$ cat src/rtl/tcp_tx_retransmit_buffer.sv
// TCP transmit-side retransmit buffer: stores application bytes by sequence number,
// cuts MSS/window-limited segments, frees space on ACK and goes back to snd_una on RTO.
module tcp_tx_retransmit_buffer #(
   parameter int unsigned DATA_WIDTH = 8,
   parameter int unsigned DEPTH      = 64,
   parameter int unsigned SEQ_BITS   = 32,
   parameter int unsigned MSS        = 16,
   parameter int unsigned RTO_CYCLES = 1024
) (
   input  logic                  clk,
   input  logic                  rst,
   input  logic [DATA_WIDTH-1:0] s_axis_tdata,
   input  logic                  s_axis_tvalid,
   output logic                  s_axis_tready,
   input  logic                  s_axis_tlast,
   output logic [DATA_WIDTH-1:0] m_axis_tdata,
   output logic                  m_axis_tvalid,
   input  logic                  m_axis_tready,
   output logic                  m_axis_tlast,
   input  logic [SEQ_BITS-1:0]   seq_init,
   input  logic                  init_valid,
   input  logic [SEQ_BITS-1:0]   ack_in,
   input  logic                  ack_valid,
   input  logic [31:0]           peer_window,
   output logic [SEQ_BITS-1:0]   seg_seq,
   output logic [SEQ_BITS-1:0]   snd_una,
   output logic [SEQ_BITS-1:0]   snd_nxt,
   output logic [31:0]           free_bytes,
   output logic [15:0]           retx_count
);
   localparam int unsigned IW = (DEPTH > 1) ? $clog2(DEPTH) : 1;
   localparam int unsigned AW = (SEQ_BITS > 32) ? SEQ_BITS : 32;
   localparam int unsigned LW = $clog2(MSS + 1);
   localparam int unsigned TW = $clog2(RTO_CYCLES + 1);

   typedef enum logic {IDLE, SEND} state_t;

   state_t                state_q, state_d;
   logic                  init_q, init_d;
   logic [SEQ_BITS-1:0]   wr_seq_q, wr_seq_d, snd_una_q, snd_una_d, snd_nxt_q, snd_nxt_d;
   logic [SEQ_BITS-1:0]   seg_seq_q, seg_seq_d;
   logic [LW-1:0]         seg_left_q, seg_left_d;
   logic [TW-1:0]         timer_q, timer_d;
   logic [15:0]           retx_q, retx_d;
   logic                  tvalid_q, tvalid_d, tlast_q, tlast_d;
   logic [DATA_WIDTH-1:0] tdata_q, tdata_d;

   logic [DATA_WIDTH:0]   mem_q [DEPTH];
   logic [SEQ_BITS-1:0]   inflight_s, pending_s, used_s, ack_delta;
   logic [AW-1:0]         inflight, pending, wavail, seg_len;
   logic [IW-1:0]         rd_idx;
   logic                  rd_last, wr_en, ack_ok, win_ok, expire;
   logic [DATA_WIDTH-1:0] rd_data;

   assign inflight_s = snd_nxt_q - snd_una_q;
   assign pending_s  = wr_seq_q - snd_nxt_q;
   assign used_s     = wr_seq_q - snd_una_q;
   assign ack_delta  = ack_in - snd_una_q;
   assign inflight   = AW'(inflight_s);
   assign pending    = AW'(pending_s);
   assign wavail     = AW'(peer_window) - inflight;

   assign free_bytes    = 32'(AW'(DEPTH) - AW'(used_s));
   assign s_axis_tready = init_q && (free_bytes != 32'd0);
   assign wr_en         = s_axis_tvalid && s_axis_tready && !init_valid;
   assign ack_ok        = ack_valid && (ack_delta != '0) && (ack_delta <= inflight_s);
   assign win_ok        = inflight < AW'(peer_window);
   assign expire        = (state_q == IDLE) && (inflight_s != '0) && !ack_ok &&
                          (timer_q == TW'(RTO_CYCLES));

   // In IDLE the first byte of a new segment is fetched, in SEND the one after the current.
   assign rd_idx  = (state_q == SEND) ? IW'(snd_nxt_q + SEQ_BITS'(1)) : IW'(snd_nxt_q);
   assign rd_data = mem_q[rd_idx][DATA_WIDTH-1:0];
   assign rd_last = mem_q[rd_idx][DATA_WIDTH];

   always_comb begin
      seg_len = AW'(MSS);
      if (pending < seg_len) seg_len = pending;
      if (wavail < seg_len)  seg_len = wavail;
   end

   always_ff @(posedge clk) begin
      if (wr_en) mem_q[IW'(wr_seq_q)] <= {s_axis_tlast, s_axis_tdata};
   end

   always_comb begin
      state_d    = state_q;
      init_d     = init_q;
      wr_seq_d   = wr_seq_q;
      snd_una_d  = snd_una_q;
      snd_nxt_d  = snd_nxt_q;
      seg_seq_d  = seg_seq_q;
      seg_left_d = seg_left_q;
      timer_d    = timer_q;
      retx_d     = retx_q;
      tvalid_d   = tvalid_q;
      tlast_d    = tlast_q;
      tdata_d    = tdata_q;

      if (wr_en)  wr_seq_d  = wr_seq_q + SEQ_BITS'(1);
      if (ack_ok) snd_una_d = ack_in;

      case (state_q)
         IDLE: begin
            tvalid_d = 1'b0;
            tlast_d  = 1'b0;
            if (expire) begin
               snd_nxt_d = snd_una_q;
               if (retx_q != 16'hFFFF) retx_d = retx_q + 16'd1;
            end else if (init_q && (pending != '0) && win_ok) begin
               state_d    = SEND;
               seg_seq_d  = snd_nxt_q;
               seg_left_d = LW'(seg_len);
               tvalid_d   = 1'b1;
               tdata_d    = rd_data;
               tlast_d    = rd_last || (seg_len == AW'(1));
            end
         end
         SEND: begin
            if (tvalid_q && m_axis_tready) begin
               snd_nxt_d = snd_nxt_q + SEQ_BITS'(1);
               if (tlast_q) begin
                  state_d  = IDLE;
                  tvalid_d = 1'b0;
                  tlast_d  = 1'b0;
               end else begin
                  seg_left_d = seg_left_q - LW'(1);
                  tdata_d    = rd_data;
                  tlast_d    = rd_last || (seg_left_q == LW'(2));
               end
            end
         end
         default: state_d = IDLE;
      endcase

      // Retransmit timer only runs while unacknowledged bytes are outstanding.
      if (ack_ok || (inflight_s == '0) || expire) timer_d = '0;
      else if (timer_q != TW'(RTO_CYCLES))        timer_d = timer_q + TW'(1);

      if (init_valid) begin
         init_d    = 1'b1;
         wr_seq_d  = seq_init;
         snd_una_d = seq_init;
         snd_nxt_d = seq_init;
         timer_d   = '0;
         state_d   = IDLE;
         tvalid_d  = 1'b0;
         tlast_d   = 1'b0;
         retx_d    = retx_q;
      end
   end

   always_ff @(posedge clk or posedge rst) begin
      if (rst) begin
         state_q    <= IDLE;
         init_q     <= 1'b0;
         wr_seq_q   <= '0;
         snd_una_q  <= '0;
         snd_nxt_q  <= '0;
         seg_seq_q  <= '0;
         seg_left_q <= '0;
         timer_q    <= '0;
         retx_q     <= '0;
         tvalid_q   <= 1'b0;
         tlast_q    <= 1'b0;
         tdata_q    <= '0;
      end else begin
         state_q    <= state_d;
         init_q     <= init_d;
         wr_seq_q   <= wr_seq_d;
         snd_una_q  <= snd_una_d;
         snd_nxt_q  <= snd_nxt_d;
         seg_seq_q  <= seg_seq_d;
         seg_left_q <= seg_left_d;
         timer_q    <= timer_d;
         retx_q     <= retx_d;
         tvalid_q   <= tvalid_d;
         tlast_q    <= tlast_d;
         tdata_q    <= tdata_d;
      end
   end

   assign m_axis_tvalid = tvalid_q;
   assign m_axis_tlast  = tlast_q;
   assign m_axis_tdata  = tdata_q;
   assign seg_seq       = seg_seq_q;
   assign snd_una       = snd_una_q;
   assign snd_nxt       = snd_nxt_q;
   assign retx_count    = retx_q;
endmodule

$ cat config.mk
export PLATFORM = sky130hd
export DESIGN_NAME = tcp_tx_retransmit_buffer
export DESIGN_NICKNAME = d
export VERILOG_FILES = /design/src/rtl/tcp_tx_retransmit_buffer.sv
export SDC_FILE = /design/constraint.sdc
export NUM_CORES = 2
export LEC_CHECK = 0
export ABC_CLOCK_PERIOD_IN_PS = 7010
export BUFFER_PORTS_ARGS = -buffer_cell sky130_fd_sc_hd__buf_2
export CAP_MARGIN = 30
export CORE_MARGIN = 4
export CORE_UTILIZATION = 25
export DETAILED_ROUTE_END_ITERATION = 10
export MAX_ROUTING_LAYER = met4
export SKIP_CTS_REPAIR_TIMING = 1
export SLEW_MARGIN = 20
export SYNTH_ARGS = -nofsm -noshare
export SYNTH_HDL_FRONTEND = slang
export SYNTH_SLANG_ARGS = --single-unit
export TNS_END_PERCENT = 100
$ cat constraint.sdc
create_clock -name clk -period 7.01 [get_ports clk]
set_input_delay 0.3505 -clock clk [delete_from_list [all_inputs] [get_ports clk]]
set_output_delay 0.3505 -clock clk [all_outputs]
set_load 0.02 [all_outputs]
==> summary by stage <==
Floorplanning
The area of the die is around 180000 um2. The total area inside the core boundary comes to 174000 um2. Measured along the x axis, the die boundary spans 426 um. In this run the core area contains 153 standard-cell rows. Once the floorplan was initialized, standard cells occupied 25.1% of the core.

The I/O pin count is approximately 270. The floorplan die height is approximately 430 um.

Detailed routing
The final route contains between 30000 and 40000 vias. The count of TritonRoute iterations in the first routing pass is 6. The remaining antenna violation count is 0.

The first routing iteration left a little under 4000 violations. The routed design has about 160000 um of wire. The routed via count divided by cell count is roughly 5.2. The routed wire length per instance is around 24 um. The final routed DRC violation total is 0.

Setup path
At the worst endpoint, the required time is 7580 ps. The number of cells on the worst reg-to-reg path is 25. In this run the critical register-to-register path is captured at seg_left_q[4].

The startpoint identified for the worst register-to-register timing path is snd_nxt[4]. STA classifies the critical path endpoint as a flip-flop. Setup slack on the worst reg-to-reg path comes out at approximately 240 ps.

The element type at the critical path start is a flip-flop. The class of the most critical setup path is flip-flop to flip-flop. The critical path data arrival time is 7340 ps.

Along the worst path, the maximum fanout reaches 7.

Cells and area
Of the cells placed in the final design, the portion with a size suffix greater than 1 is 20.9%. The final layout contains between 4000 and 5000 nets. Once layout is done, the placed cells without fillers occupy 52400 um2.

Fill cells in the final layout number 17700. In the layout the commonest cells are 576 x sky130_fd_sc_hd__edfxtp_1, 340 x sky130_fd_sc_hd__nand2_1, 264 x sky130_fd_sc_hd__buf_2. The area growth from synthesis to layout is 20.1%.

The library cell used most frequently in the layout, excluding fill and tap cells, is sky130_fd_sc_hd__edfxtp_1.

Job
Across the run, the number of max-cap violations was 0.

Min path
The destination of the worst hold path is snd_una[23]. The worst hold path begins at seq_init[23]. The instance count along the most critical hold path is 3. In this run the worst hold path is classified as input port to flip-flop.

Yosys
In this run, synthesis produced a sequential element count of 748. The top flip-flop cell by instance count after synthesis is sky130_fd_sc_hd__edfxtp_1. The number of distinct library cell variants in the gate-level netlist after synthesis is ~100. The cell area that synthesis handed to floorplanning was 43600 um2. In the synthesized netlist the async set-or-reset flop fraction comes to between 20% and 30%.

The share of the Yosys chip area taken by registers is roughly half. A synthesized cell averages ~11 um2. Synthesis handed over a netlist of approximately 3800 instances.

The number of flops mapped to enable cells by yosys is between 500 and 600. The Yosys step of the flow raised 0 warnings.

STA
The number of hold violations in the final report is 0. For this run, the top clock speed supported by timing is 148 MHz. Setup violations remaining at the end of the flow were counted as 0. The final clock period utilization by the worst path is a little over nine tenths. For the finished layout, the period the worst path requires is between 6000 and 7000 ps.

The final max-slew violation count is 0. The normalized max-slew margin is between 30% and 40%. Setup repair after global routing could not meet its margin everywhere. The clock skew after layout is 55.3 ps.

At the pin with the least slew margin, the transition time is just over 1000 ps. The worst hold slack across all endpoints is 27.9 ps.

Clock network
The CTS tree is yes. The root buffer cell chosen for the clock tree is sky130_fd_sc_hd__clkbuf_16. The clock edge transition at the registers on the reported setup and hold paths is ~60 ps.

Buffers inserted during clock tree synthesis total 85. The number of H-tree levels is 3. The clock reaches the later pin of the worst-skew pair after around 700 ps.

The CTS sink count is between 700 and 800. The number of buffers between clock root and the deepest sink is 3.

GRT
The first global-routing pass estimated 228000 um of wire. Global routing used 2.80% of the available met3 tracks. The total overflow left after global routing is 0. The global routing usage on met2 is 26.9%. After global routing, the most crowded layer is met2. The via count of the first global-routing pass is about 34000. The met1 usage is around 22%. Entering global routing, the biggest net connects just over 90 pins. The number of antenna violations at the first check in global routing came to 20.

The global routing usage summed across all routing layers is between 10% and 20%.

Power
Summed over all cells, the static leakage comes to between 20 and 25 nW. For this design the ratio of total power to cell area is between 500 and 600 nW/um2. Across the VDD grid, the largest voltage drop is ~0.3 mV.

Place
Summing all placed instances gives a cell area of just under 50000 um2. Input and output buffers added on the ports amount to between 200 and 300. Once detailed placement completed, the half-perimeter wirelength came to 119000 um. The routability-driven placement congestion ratio is 0.966.

Status
The flow ran to the end, and the final reports show no timing, DRC or antenna violations.
## final cells by class
type                       instances  area (um2)  area share [%]
antenna                            8        20.0          0.0382
sequential                       748       21600            41.3
clock inverter                    48         503           0.961
multi-input combinational       2736       21000            40.1
tap                             2325        2910            5.56
clock buffer                     103        2220            4.23
timing repair buffer             516        3460            6.61
inverter                         170         648            1.24
## stage by stage
step                      instances  total power [mW]  TNS (ps)  util, %  setup WS [ps]
after floorplan                3819              18.4         0        -            485
after global placement         6478              25.7         0     28.4            209
after detailed placement       6482              25.8         0     28.5            177
after CTS                      6633              30.3         0     30.0            135
after global routing           6653              32.4      -289     30.2          -73.0
final                          6654              30.4         0     30.2            245
## report_power, final
| group | leakage [nW] | switching [mW] | internal [mW] | total [mW] |
|---|---|---|---|---|
| Clock | 1.31 | 1.92 | 2.47 | 4.39 |
| Combinational | 11.6 | 12.0 | 8.53 | 20.6 |
| Sequential | 7.18 | 0.291 | 5.12 | 5.41 |
## registers in the layout (all words and copies together) (netlist names)
| signal | flops |
|---|---|
| seg_seq | 32 |
| wr_seq_q | 32 |
| m_axis_tdata | 8 |
| mem_q | 576 |
| state_q | 1 |
| m_axis_tvalid | 1 |
| seg_left_q | 5 |
| retx_count | 16 |
| init_q | 1 |
| snd_una | 32 |
| snd_nxt | 32 |
| m_axis_tlast | 1 |
| timer_q | 11 |
## kinds of logic after synthesis
logic type,after synthesis,synth area share [%]
buffers and inverters,335,3.00
adders and majority gates,260,7.54
AOI/OAI and AO/OA,882,13.6
muxes,241,10.0
xor gates and xnor gates,150,3.01
other,1,0.00860
and+or+nand+nor,1176,13.3
DFF,748,49.5
## cells in the mapped netlist, drive strengths merged (64+ instances only)
master	number	area, um2
inv	169	634
dfrtp	172	4300
clkbuf	130	488
nor2	263	987
edfxtp	576	17300
xor2	66	578
a21o	73	548
a21oi	221	1110
xnor2	84	736
ha	254	3180
nand2	342	1290
mux4	144	3240
nand4	64	400
nor3	73	365
nand3	129	646
o21ai	154	771
## critical path: stages (launching register included)
cell and delay, ps:
sky130_fd_sc_hd__dfrtp_1 350, sky130_fd_sc_hd__buf_4 240, sky130_fd_sc_hd__inv_1 160, sky130_fd_sc_hd__ha_1 440
sky130_fd_sc_hd__o21ai_1 140, sky130_fd_sc_hd__o21bai_2 310, sky130_fd_sc_hd__a21oi_2 120, sky130_fd_sc_hd__buf_4 150
sky130_fd_sc_hd__a211oi_1 450, sky130_fd_sc_hd__xor2_1 160, sky130_fd_sc_hd__or4_1 470, sky130_fd_sc_hd__or4_1 560
sky130_fd_sc_hd__nor4b_4 290, sky130_fd_sc_hd__buf_4 190, sky130_fd_sc_hd__and3_2 230, sky130_fd_sc_hd__nand2_1 90
sky130_fd_sc_hd__ha_1 330, sky130_fd_sc_hd__a21o_1 170, sky130_fd_sc_hd__a21oi_1 140, sky130_fd_sc_hd__o21ai_0 110
sky130_fd_sc_hd__nor4b_2 330, sky130_fd_sc_hd__and3b_1 220, sky130_fd_sc_hd__a41oi_2 140, sky130_fd_sc_hd__or2_1 280
sky130_fd_sc_hd__mux2_2 280, sky130_fd_sc_hd__a221o_1 290
## layer usage
| layer | share of wire [%] | vias to the layer above | wire length, um |
|---|---|---|---|
| met5 | 0 | - | 0 |
| met4 | 4.5 | 0 | 7010 |
| met3 | 7.1 | 273 | 11200 |
| met2 | 46 | 1422 | 72700 |
| met1 | 42 | 17200 | 65600 |
| li1 | - | 15500 | - |
## worst max-delay path by stage
| stage | endpoint | start | cells past startpoint | slack (ps) |
|---|---|---|---|---|
| after floorplan | seg_left_q[4] | snd_nxt[0] | 32 | 480 |
| after global placement | seg_left_q[4] | snd_una[0] | 28 | 210 |
| after detailed placement | seg_left_q[4] | snd_nxt[0] | 29 | 180 |
| after CTS | seg_left_q[4] | snd_nxt[0] | 27 | 130 |
| after global routing | seg_left_q[1] | snd_nxt[0] | 26 | -70 |
| final | seg_left_q[4] | snd_nxt[4] | 25 | 240 |
Power figures use the tool's default switching activity.
